File: config.mk
export PLATFORM = sky130hd
export DESIGN_NAME = breath_mode_ctrl
export DESIGN_NICKNAME = d
export VERILOG_FILES = /design/src/rtl/breath_pkg.sv /design/src/rtl/key_sync.sv /design/src/rtl/breath_mode_ctrl.sv
export SDC_FILE = /design/constraint.sdc
export NUM_CORES = 1
export LEC_CHECK = 0
export CAP_MARGIN = 20
export CORE_MARGIN = 5
export CORE_UTILIZATION = 40
export DETAILED_ROUTE_END_ITERATION = 10
export PLACE_DENSITY = 0.62
export SYNTH_ARGS = -nofsm -noshare
export SYNTH_HDL_FRONTEND = slang
export SYNTH_SLANG_ARGS = --single-unit
File: constraint.sdc
create_clock -name sys_clk -period 3.05 [get_ports sys_clk]
set_input_delay 0.4575 -clock sys_clk [delete_from_list [all_inputs] [get_ports sys_clk]]
set_output_delay 0.4575 -clock sys_clk [all_outputs]
set_load 0.05 [all_outputs]
File: src/rtl/breath_pkg.sv
// rtl/breath_pkg.sv - shared mode and key-FSM encodings for the breathing-LED control stage
package breath_pkg;

    typedef enum logic [1:0] {
        MODE_OFF  = 2'd0,
        MODE_SLOW = 2'd1,
        MODE_FAST = 2'd2,
        MODE_ON   = 2'd3
    } mode_t;

    typedef enum logic [2:0] {
        K_IDLE = 3'd0,
        K_PDB  = 3'd1,
        K_HELD = 3'd2,
        K_LONG = 3'd3,
        K_RDB  = 3'd4
    } key_state_t;

    // Short-press sequence: OFF -> SLOW -> FAST -> ON -> OFF
    function automatic mode_t next_mode(input mode_t m);
        return mode_t'(m + 2'd1);
    endfunction

endpackage

File: src/rtl/key_sync.sv
// rtl/key_sync.sv - two-flop synchroniser for the raw push-button, idles high
module key_sync (
    input  logic sys_clk,
    input  logic sys_rst,
    input  logic din,
    output logic dout
);

    logic meta;

    always_ff @(posedge sys_clk or posedge sys_rst) begin
        if (sys_rst) begin
            meta <= 1'b1;
            dout <= 1'b1;
        end else begin
            meta <= din;
            dout <= meta;
        end
    end

endmodule

File: src/rtl/breath_mode_ctrl.sv
// rtl/breath_mode_ctrl.sv - debounced short/long press detection and lighting-mode register
module breath_mode_ctrl
    import breath_pkg::*;
#(
    parameter logic [19:0] CNT_DB_MAX   = 20'd999_999,
    parameter logic [25:0] CNT_HOLD_MAX = 26'd49_999_999
) (
    input  logic       sys_clk,
    input  logic       sys_rst,
    input  logic       key_in,
    output logic [1:0] mode,
    output logic       breath_en,
    output logic       speed_sel,
    output logic       led_force_on,
    output logic       key_flag
);

    localparam logic [19:0] DB_LAST   = CNT_DB_MAX - 20'd1;
    localparam logic [25:0] HOLD_LAST = CNT_HOLD_MAX - 26'd1;

    logic        key_s;
    key_state_t  state, state_nxt;
    logic [19:0] cnt_db, cnt_db_nxt;
    logic [25:0] cnt_hold, cnt_hold_nxt;
    logic        short_q, short_nxt;
    mode_t       mode_q, mode_nxt;
    logic        flag_nxt;

    key_sync u_key_sync (
        .sys_clk (sys_clk),
        .sys_rst (sys_rst),
        .din     (key_in),
        .dout    (key_s)
    );

    always_ff @(posedge sys_clk or posedge sys_rst) begin
        if (sys_rst) begin
            state        <= K_IDLE;
            cnt_db       <= '0;
            cnt_hold     <= '0;
            short_q      <= 1'b0;
            mode_q       <= MODE_OFF;
            key_flag     <= 1'b0;
            breath_en    <= 1'b0;
            speed_sel    <= 1'b0;
            led_force_on <= 1'b0;
        end else begin
            state        <= state_nxt;
            cnt_db       <= cnt_db_nxt;
            cnt_hold     <= cnt_hold_nxt;
            short_q      <= short_nxt;
            mode_q       <= mode_nxt;
            key_flag     <= flag_nxt;
            // Decoded from next-mode so the strobes move in step with mode
            breath_en    <= (mode_nxt == MODE_SLOW) || (mode_nxt == MODE_FAST);
            speed_sel    <= (mode_nxt == MODE_FAST);
            led_force_on <= (mode_nxt == MODE_ON);
        end
    end

    always_comb begin
        state_nxt    = state;
        cnt_db_nxt   = cnt_db;
        cnt_hold_nxt = cnt_hold;
        short_nxt    = short_q;
        mode_nxt     = mode_q;
        flag_nxt     = 1'b0;
        case (state)
            K_IDLE: begin
                if (!key_s) begin
                    state_nxt  = K_PDB;
                    cnt_db_nxt = '0;
                end
            end
            K_PDB: begin
                if (key_s) begin
                    state_nxt = K_IDLE;
                end else if (cnt_db == DB_LAST) begin
                    state_nxt    = K_HELD;
                    cnt_hold_nxt = '0;
                    flag_nxt     = 1'b1;
                end else begin
                    cnt_db_nxt = cnt_db + 20'd1;
                end
            end
            K_HELD: begin
                if (key_s) begin
                    state_nxt  = K_RDB;
                    short_nxt  = 1'b1;
                    cnt_db_nxt = '0;
                end else if (cnt_hold == HOLD_LAST) begin
                    state_nxt = K_LONG;
                    mode_nxt  = MODE_OFF;
                end else begin
                    cnt_hold_nxt = cnt_hold + 26'd1;
                end
            end
            K_LONG: begin
                // cnt_hold stays parked at its terminal value: one long event per press
                if (key_s) begin
                    state_nxt  = K_RDB;
                    short_nxt  = 1'b0;
                    cnt_db_nxt = '0;
                end
            end
            K_RDB: begin
                if (!key_s) begin
                    state_nxt = short_q ? K_HELD : K_LONG;
                end else if (cnt_db == DB_LAST) begin
                    state_nxt = K_IDLE;
                    if (short_q) begin
                        mode_nxt = next_mode(mode_q);
                    end
                end else begin
                    cnt_db_nxt = cnt_db + 20'd1;
                end
            end
            default: begin
                state_nxt = K_IDLE;
            end
        endcase
    end

    assign mode = mode_q;

endmodule

==> metrics, run 1 <==
CTS Buf Count=9; total track usage=0.143; Post-route DRC=0; area of the mapped netlist=3160 µm²; worst-path fanout max=5; setup violators final=0; antenna violations before repair=0; Initial Util=0.409; Req. time, crit path=3.29 ns; CTS H-Tree Depth=3; Pwr per Cell Area=455 nW/µm²; 1st-pass router iterations=5; largest net degree at the start of global routing=59; Hold Crit Depth=0; routed len/inst=14.2 µm; Clock Latency Late Sink=0.34 ns; clock skew=0.00900 ns; Post-Layout Cell Count=448; status=completed; post_cts resized=0; Final min period=2.46 ns; P_leak=0.00150 µW; top post-synthesis cells by area=dfrtp_1 44%, nor2_1 6.3%, xnor2_1 5.5%; first-pass GRT wire length=11400 µm; Synth Instances=331; Top Usage Layer GRT=met2; largest family of logic cells by synthesized area=simple AND/OR/NAND/NOR gates; M3 GR Usage=0.0446; cell family with most CP delay=simple AND/OR/NAND/NOR gates; slew margin rel.=0.514; FFs w/ async S/R, synth=1.00; Reg clk slew, reported paths=0.07 ns; vias per cell=5.23; Synth Area in XOR/XNOR=0.105; layout cells sized above 1=0.121; post-synthesis compound-gate area fraction=0.0768; n_diodes=0; die area=9780 µm²; Avg Inst Size Synth=9.54 µm²; Via Count=2343; post-synthesis net count=339; WP depth=10; top-area cell type share of the netlist area=0.444; antenna viol nets, final=0; leading area contributor after synthesis=dfrtp_1; critical path type=flip-flop to flip-flop; period utilization=0.806; Peak Freq=0.407 GHz; Setup crit end kind=flip-flop; dpl cell area=3340 µm²; root buf cell=clkbuf_8; post-DP HPWL=4410 µm; Crit path buffers/inverters=2; critical path arrival=2.70 ns; Max Slew Vio Count=0; worst-path cell chain=inv_1 > ha_1 > and4b_1 > nand3_1 > nor2_1 > nand4_1 > or2_2 > mux2i_1 > ha_1 > inv_1; count leader, synth=dfrtp_1; GR Util met2=0.232; starting DRC count in detailed routing=70; post-synthesis mux area share=0.00990; EDFF count, synth=0; chip height=98.9 µm; Core Area=7730 µm²; Final TNS setup=0 ns; CP startpoint kind=flip-flop; # fillers=749; post-synthesis sequential element count=58; setup bufs post-CTS=0; Post-Synth Adder-Cell Area=0.0198; hold_ws=0.357 ns; met1 GRT Util=0.189; Final Cell Area=3540 µm²; cell depth of the worst flop-to-flop path=10; slowest stage cell, crit path=dfrtp_1; CP peak stage delay=0.43 ns; Ys Warns=0; clk sinks=58; measured slew at the worst slew-check pin=0.729 ns; Area Overhead vs Synth=12.0%; Seq/Total Area, Yosys=0.460; RSZ-0062 raised after global routing=false; nets@finish=349; Cells after DPL=432; final wirelength=6350 µm; CTS tree=done; worst vdd ir=0.374 mV; IO Count=9; die width=98.9 µm; input/output buffers=8; Post-Synth Simple-Gate Area=0.293; vias in the first global route=2335; Post-synth top cells=56 x dfrtp_1, 53 x nor2_1, 27 x nand2_1; final hold violations=0; HP Class=flip-flop to flip-flop; R2R Setup Slk=0.59 ns; synth unique cells=57; top_reg_cell synth=dfrtp_1; FP Rows=32; RePlAce Congestion=0.804; max-cap violations=0; clk buf depth=2; final global-route overflow total=0; hold_buf cts=0
==> per-stage QoR <==
stage / utilization / worst slack, ns / total power, µW
floorplan: - / 0.883 / 883
global placement: 0.432 / 0.728 / 905
detailed placement: 0.432 / 0.625 / 907
CTS: 0.458 / 0.589 / 1640
global route: 0.458 / 0.421 / 1690
finish: 0.458 / 0.591 / 1610
==> where the power goes <==
part	total (µW)	switching, µW	internal, µW
clock	719	321	399
sequential	809	24.0	785
combinational	83.8	55.2	28.6
==> sequential cells by signal (all words and copies together), names as in the netlist, named ones only <==
register	count
u_key_sync.dout	1
led_force_on	1
speed_sel	1
state	3
short_q	1
cnt_hold	26
u_key_sync.meta	1
mode	1
cnt_db	20
key_flag	1
breath_en	1
==> layout make-up <==
cell class | instances | area, µm² | area share
clock buffers | 10 | 138 | 0.0389
clock inverters | 6 | 66.3 | 0.0187
inverters | 13 | 48.8 | 0.0138
multi-input cells | 248 | 1600 | 0.453
flip-flops and latches | 58 | 1450 | 0.411
well taps | 102 | 128 | 0.0361
repair buffers | 11 | 103 | 0.0290
==> path summary, 6_finish.rpt <==
kind / from / end
hold / removal: u_key_sync.meta / u_key_sync.dout
hold reg to reg: u_key_sync.meta / u_key_sync.dout
setup reg to reg: cnt_db[0] / breath_en
setup / recovery: cnt_db[0] / breath_en
min in group asynchronous: sys_rst / cnt_db[12]
max in group asynchronous: sys_rst / cnt_hold[25]
==> cells in the final DEF (no fill, tap or decap), drive strengths merged, types with 5 or more instances in the layout <==
cell type and instances:
and4 5, dfrtp 56, nor2 54, ha 5
or3 5, clkdlybuf4s50 8, clkbuf 10, or2 5
nor3 6, inv 13, and3 6, nand3 18
nand4 13, nand2 28, o21ai 8, xor2 18
xnor2 20, nor4 7, a21oi 7, nand2b 5
==> cells by family (layout without fill, tap and decap cells) <==
kind of cell	count (synthesis)	in the layout
XOR/XNOR	38	38
flip-flops	58	58
AND/OR/NAND/NOR	169	169
adder cells (fa/ha/maj)	5	5
AO/OA/AOI/OAI	33	33
multiplexers	3	3
buffers and inverters	25	40
==> worst reg2reg max path: cells and delay by family, from the launching register on <==
kind | cells | cell delay [ns]
buf+inv | 2 | 0.11
fa+ha+maj | 2 | 0.45
simple gates | 5 | 1.25
flops | 1 | 0.43
mux | 1 | 0.13
==> per-layer routing <==
layer / vias up / routed length [µm]
li1: 1167 / -
met5: - / 0
met2: 27 / 3030
met4: 0 / 59
met1: 1140 / 3070
met3: 9 / 190
Note: power is estimated with default switching activity, not from simulation.
==> run 2: changes to the inputs <==
Clock period 3.05 ns to 2.4 ns, I/O delays scaled along.
==> run 2 against run 1 <==
  * Clock skew is 0.0021 ns higher
  * Worst hold slack got worse by 0.0021 ns
  * Highest routed layer unchanged
  * Critical path type unchanged
  * Via count increased by 3.9%
  * Combinational power increased by 43%
==> metrics, run 2 (synthesis results as in run 1) <==
die area=9780 µm² (unchanged); critical path arrival=2.45 ns (-0.25 ns); Setup crit end kind=flip-flop; vias in the first global route=2471 (+5.8%); chip height=98.9 µm (unchanged); # fillers=737 (-1.6%); RSZ-0062 raised after global routing=false; slowest stage cell, crit path=dfrtp_1; CTS Buf Count=9 (unchanged); Post-route DRC=0 (unchanged); clock skew=0.0111 ns (+0.00214 ns); status=completed; Area Overhead vs Synth=15.8%; max-cap violations=0 (unchanged); hold_buf cts=0 (unchanged); layout cells sized above 1=0.158 (+0.0369); vias per cell=5.27 (+0.78%); Final TNS setup=0 ns (unchanged); worst-path fanout max=5 (unchanged); P_leak=0.00158 µW (+5.5%); Top reg by flops=cnt_hold; CTS H-Tree Depth=3 (unchanged); Reg clk slew, reported paths=0.06 ns (about the same); DR top layer=met4; Max Slew Vio Count=0 (unchanged); die width=98.9 µm (unchanged); commonest non-fill, non-tap cell in the layout=dfrtp_1; slew margin rel.=0.594 (+0.0795); DRT met1 WL=3120 µm (+1.4%); reg2reg end=breath_en; period utilization=0.925 (+0.118); Clock Latency Late Sink=0.34 ns (about the same); clk buf depth=2 (unchanged); CP peak stage delay=0.43 ns (about the same); nets@finish=364 (+4.3%); Pwr per Cell Area=547 nW/µm² (+20%); input/output buffers=8 (unchanged); worst hold start=u_key_sync.meta; max reg flops=26 (unchanged); total track usage=0.149 (+0.00671); Register Area=1450 µm² (unchanged); post-DP HPWL=4810 µm (+9.1%); Cells after DPL=447 (+3.5%); reg2reg start=cnt_db[0]; Via Count=2435 (+3.9%); 1st-pass router iterations=4 (-1); worst-path cell chain=inv_1 > ha_1 > and4b_1 > nand3_1 > nor2_2 > nand4_1 > or2_2 > mux2i_1 > ha_1 > inv_1; most frequent cells in the layout=56 x dfrtp_1, 52 x nor2_1, 27 x nand2_1; met2 WL=3250 µm (+7.2%); antenna viol nets, final=0 (unchanged); Peak Freq=0.451 GHz (+11%); IO Count=9 (unchanged); antenna violations before repair=0 (unchanged); cell depth of the worst flop-to-flop path=10 (unchanged); wire length on met3=196 µm (+3.2%); R2R Setup Slk=0.18 ns (-0.41 ns); worst vdd ir=0.378 mV (+1.2%); Core Area=7730 µm² (unchanged); Hold Crit Depth=0 (unchanged); Top Registers=cnt_hold x26, cnt_db x20, state x3; area taken by multi-input logic gates=1610 µm² (+0.39%); routed len/inst=14.5 µm (+2.2%); final global-route overflow total=0 (unchanged); root buf cell=clkbuf_8; CTS tree=done; Post-Layout Cell Count=462 (+3.1%); clk sinks=58 (unchanged); largest net degree at the start of global routing=23 (-61%); critical path type=flip-flop to flip-flop; n_diodes=0 (unchanged); setup bufs post-CTS=0 (unchanged); Initial Util=0.409 (unchanged); final wirelength=6700 µm (+5.4%); Final min period=2.22 ns (-0.240 ns); starting DRC count in detailed routing=101 (+44%); measured slew at the worst slew-check pin=0.609 ns (-0.119 ns); CP startpoint kind=flip-flop; RePlAce Congestion=0.821 (+2.2%); hold endpoint=u_key_sync.dout; Req. time, crit path=2.63 ns (-0.66 ns); FP Rows=32 (unchanged); launch point of the critical path=cnt_db[0]; final hold violations=0 (unchanged); setup violators final=0 (unchanged); HP Class=flip-flop to flip-flop; first-pass GRT wire length=11800 µm (+4.1%)
==> run 2: changes by cell type in the layout (fill, tap and decap cells not counted), sizes merged <==
cell,before,now
buf,3,18
clkbuf,10,14
clkinv,2,0
clkinvlp,3,1
bufinv,1,0
==> run 2: worst max path at each step <==
stage                 to  slack (ns)  depth (start not counted)
6_report       breath_en        0.18                         10
5_1_grt        breath_en        0.03                         10
4_1_cts        breath_en        0.08                          8
3_5_place_dp   breath_en        0.09                          8
3_3_place_gp   breath_en        0.18                          9
2_1_floorplan  breath_en        0.23                          9
==> run 2: repair_timing <==
item,in CTS,in global routing
gates resized for setup,0,3
endpoints found under the hold margin,0,0
endpoints found under the setup margin,0,2
==> run 2: critical path, delay by kind of cell, from the launching register on <==
family	cells	cell delay, ns
flops	1	0.43
fa+ha+maj	2	0.44
mux	1	0.13
buf+inv	2	0.11
simple gates	5	1.00
==> run 2: layout make-up <==
class	instances	share of cell area
Clock inverter	1	0.00205
Inverter	13	0.0133
Multi-Input combinational cell	248	0.440
Sequential cell	58	0.398
Timing Repair Buffer	26	0.0623
Clock buffer	14	0.0499
Tap cell	102	0.0349
==> run 2: report_power, final <==
group | switching, µW | internal (µW) | total [µW] | leakage (µW)
clock | 373 | 482 | 855 | 0.0000948
combinational | 74.3 | 46.2 | 120 | 0.000688
sequential | 27.2 | 998 | 1030 | 0.000799
total | 474 | 1530 | 2000 | 0.00158
==> run 2: per-layer routing <==
layer  vias to the layer above  GRT usage
met3                        12     0.0410
li1                       1198          -
met5                         -          0
met4                         0     0.0588
met2                        33      0.243
met1                      1192      0.188
==> run 2: metrics by stage <==
step	total power, µW	hold slack, ns	area [µm²]	setup slack, ns	util
after CTS	2030	0.357	3650	0.0825	0.472
after global placement	1160	0.346	3460	0.180	0.448
after floorplan	1120	0.345	3160	0.233	-
final	2000	0.355	3660	0.181	0.473
after detailed placement	1160	0.347	3460	0.0924	0.448
after global routing	2090	0.360	3660	0.0259	0.473
==> run 3: changes to the inputs <==
Settings changed: PLACE_DENSITY 0.62 to default, PLACE_DENSITY_LB_ADDON from default to 0.05.
==> run 3 against run 2 <==
  * Critical path depth down 2
  * Clock power is 25% higher
  * Combinational power down 4%
  * Sequential power is essentially flat
  * Design area rose by 1.7%
  * Via count shrank 1.6%
  * Wire length is 3.6% higher
  * Maximum frequency increased by 3.4%
  * Sequential cell count stayed put
  * Critical path type unchanged
  * Highest routed layer unchanged
==> metrics, run 3 (synthesis results as in run 1) <==
nets@finish=367 (+0.82%); antenna violations before repair=0 (unchanged); slowest stage cell, crit path=or4bb_1; dpl cell area=3480 µm² (+0.65%); hold_ws=0.332 ns (-0.0234 ns); Setup crit end kind=flip-flop; layout cells sized above 1=0.165 (+0.00650); routed len/inst=14.9 µm (+2.7%); first-pass GRT wire length=12400 µm (+5.0%); antenna viol nets, final=0 (unchanged); Peak Freq=0.466 GHz (+3.4%); RePlAce Congestion=0.818 (-0.39%); final global-route overflow total=0 (unchanged); vias per cell=5.14 (-2.4%); CTS Buf Count=9 (unchanged); CTS tree=done; most frequent cells in the layout=56 x dfrtp_1, 53 x nor2_1, 27 x nand2_1; CTS H-Tree Depth=3 (unchanged); input/output buffers=8 (unchanged); hold_buf cts=0 (unchanged); critical path type=flip-flop to flip-flop; CP peak stage delay=0.45 ns (+0.02 ns); FP Rows=32 (unchanged); setup violators final=0 (unchanged); Reg clk slew, reported paths=0.07 ns (about the same); clk buf depth=2 (unchanged); final wirelength=6940 µm (+3.6%); Place WS=0.204 ns (+0.112 ns); Core Area=7730 µm² (unchanged); root buf cell=clkbuf_8; RSZ-0062 raised after global routing=false; met2 WL=3570 µm (+10%); Req. time, crit path=2.63 ns (about the same); Pwr per Cell Area=594 nW/µm² (+8.6%); IO Count=9 (unchanged); launch point of the critical path=cnt_hold[0]; worst-path fanout max=13 (+8); clk sinks=58 (unchanged); post-DP HPWL=5030 µm (+4.7%); 1st-pass router iterations=4 (unchanged); final hold violations=0 (unchanged); slew margin rel.=0.589 (-0.00491); HP Class=input port to asynchronous set/reset pin; max-cap violations=0 (unchanged); total track usage=0.157 (+0.00735); measured slew at the worst slew-check pin=0.617 ns (+0.00736 ns); wire length on met3=190 µm (-3.1%); n_diodes=0 (unchanged); die area=9780 µm² (unchanged); max reg flops=26 (unchanged); Clock Latency Late Sink=0.34 ns (about the same); Final TNS setup=0 ns (unchanged); final worst slack=0.253 ns (+0.0724 ns); vias in the first global route=2562 (+3.7%); clock skew=0.00647 ns (-0.00466 ns); die width=98.9 µm (unchanged); Area Overhead vs Synth=17.8%; Post-route DRC=0 (unchanged); critical path arrival=2.37 ns (-0.08 ns); Max Slew Vio Count=0 (unchanged); starting DRC count in detailed routing=42 (-58%); DR top layer=met4; status=completed; Top reg by flops=cnt_hold; Util after Layout=0.482 (+0.00826); Final Cell Area=3720 µm² (+1.7%); worst-path cell chain=inv_1 > ha_1 > or4bb_1 > nor4_4 > a21oi_2 > and4bb_2 > xnor2_1 > nor2_1; P_leak=0.00162 µW (+2.4%); Initial Util=0.409 (unchanged); Via Count=2396 (-1.6%); largest net degree at the start of global routing=28 (+22%); chip height=98.9 µm (unchanged); Final min period=2.15 ns (-0.0724 ns); Top Registers=cnt_hold x26, cnt_db x20, state x3; worst vdd ir=0.393 mV (+4.0%); CP startpoint kind=flip-flop; period utilization=0.895 (-0.0302); DRT met1 WL=3120 µm (about the same); reg2reg start=cnt_hold[0]; commonest non-fill, non-tap cell in the layout=dfrtp_1
[run 3: cell count changes in the layout (fill, tap and decap cells not counted), sizes merged]
cell,delta
buf,+3
bufinv,+2
clkbuf,-2
clkinv,+1
[run 3: critical path: cells and delay by family (launching register included)]
kind,cells,cell delay (ns)
fa+ha+maj,1,0.14
flops,1,0.38
compound gates,1,0.23
xor+xnor,1,0.13
buf+inv,1,0.06
simple gates,4,1.10
[run 3: routing by layer]
layer	vias up	track usage
met5	-	0
met4	0	0.0441
met3	8	0.0425
met2	27	0.273
met1	1158	0.189
li1	1203	-
[run 3: stage by stage]
| stage | cells | power [µW] |
|---|---|---|
| 5_1_grt | 466 | 2320 |
| 3_5_place_dp | 450 | 1160 |
| 6_report | 466 | 2210 |
| 2_1_floorplan | 331 | 1120 |
| 3_3_place_gp | 450 | 1160 |
| 4_1_cts | 466 | 2260 |
[run 3: final cells by class]
type	instances	area, µm²
Tap cell	102	128
Fill cell	741	4010
Timing Repair Buffer	29	250
Inverter	13	48.8
Clock inverter	4	72.6
Multi-Input combinational cell	248	1600
Clock buffer	12	165
Sequential cell	58	1450
[run 3: worst paths after layout]
check / endpoint / slack (ns) / depth (start not counted)
worst max-delay path: cnt_hold[20] / 0.25 / 8
worst min-delay path: cnt_db[12] / 0.33 / 2
worst max register to register: cnt_hold[20] / 0.25 / 8
worst min register to register: u_key_sync.dout / 0.36 / 0
max in group asynchronous: cnt_db[4] / 1.52 / 3
min in group sys_clk: u_key_sync.dout / 0.36 / 0
[run 3: what timing repair did]
action,in CTS,in global routing
buffers inserted,0,0
gates resized for setup,0,1
endpoints found under the setup margin,0,1
[run 3: power breakdown]
group	switching (µW)	internal [µW]
clock network	400	668
registers	30.3	998
logic	69.6	45.4
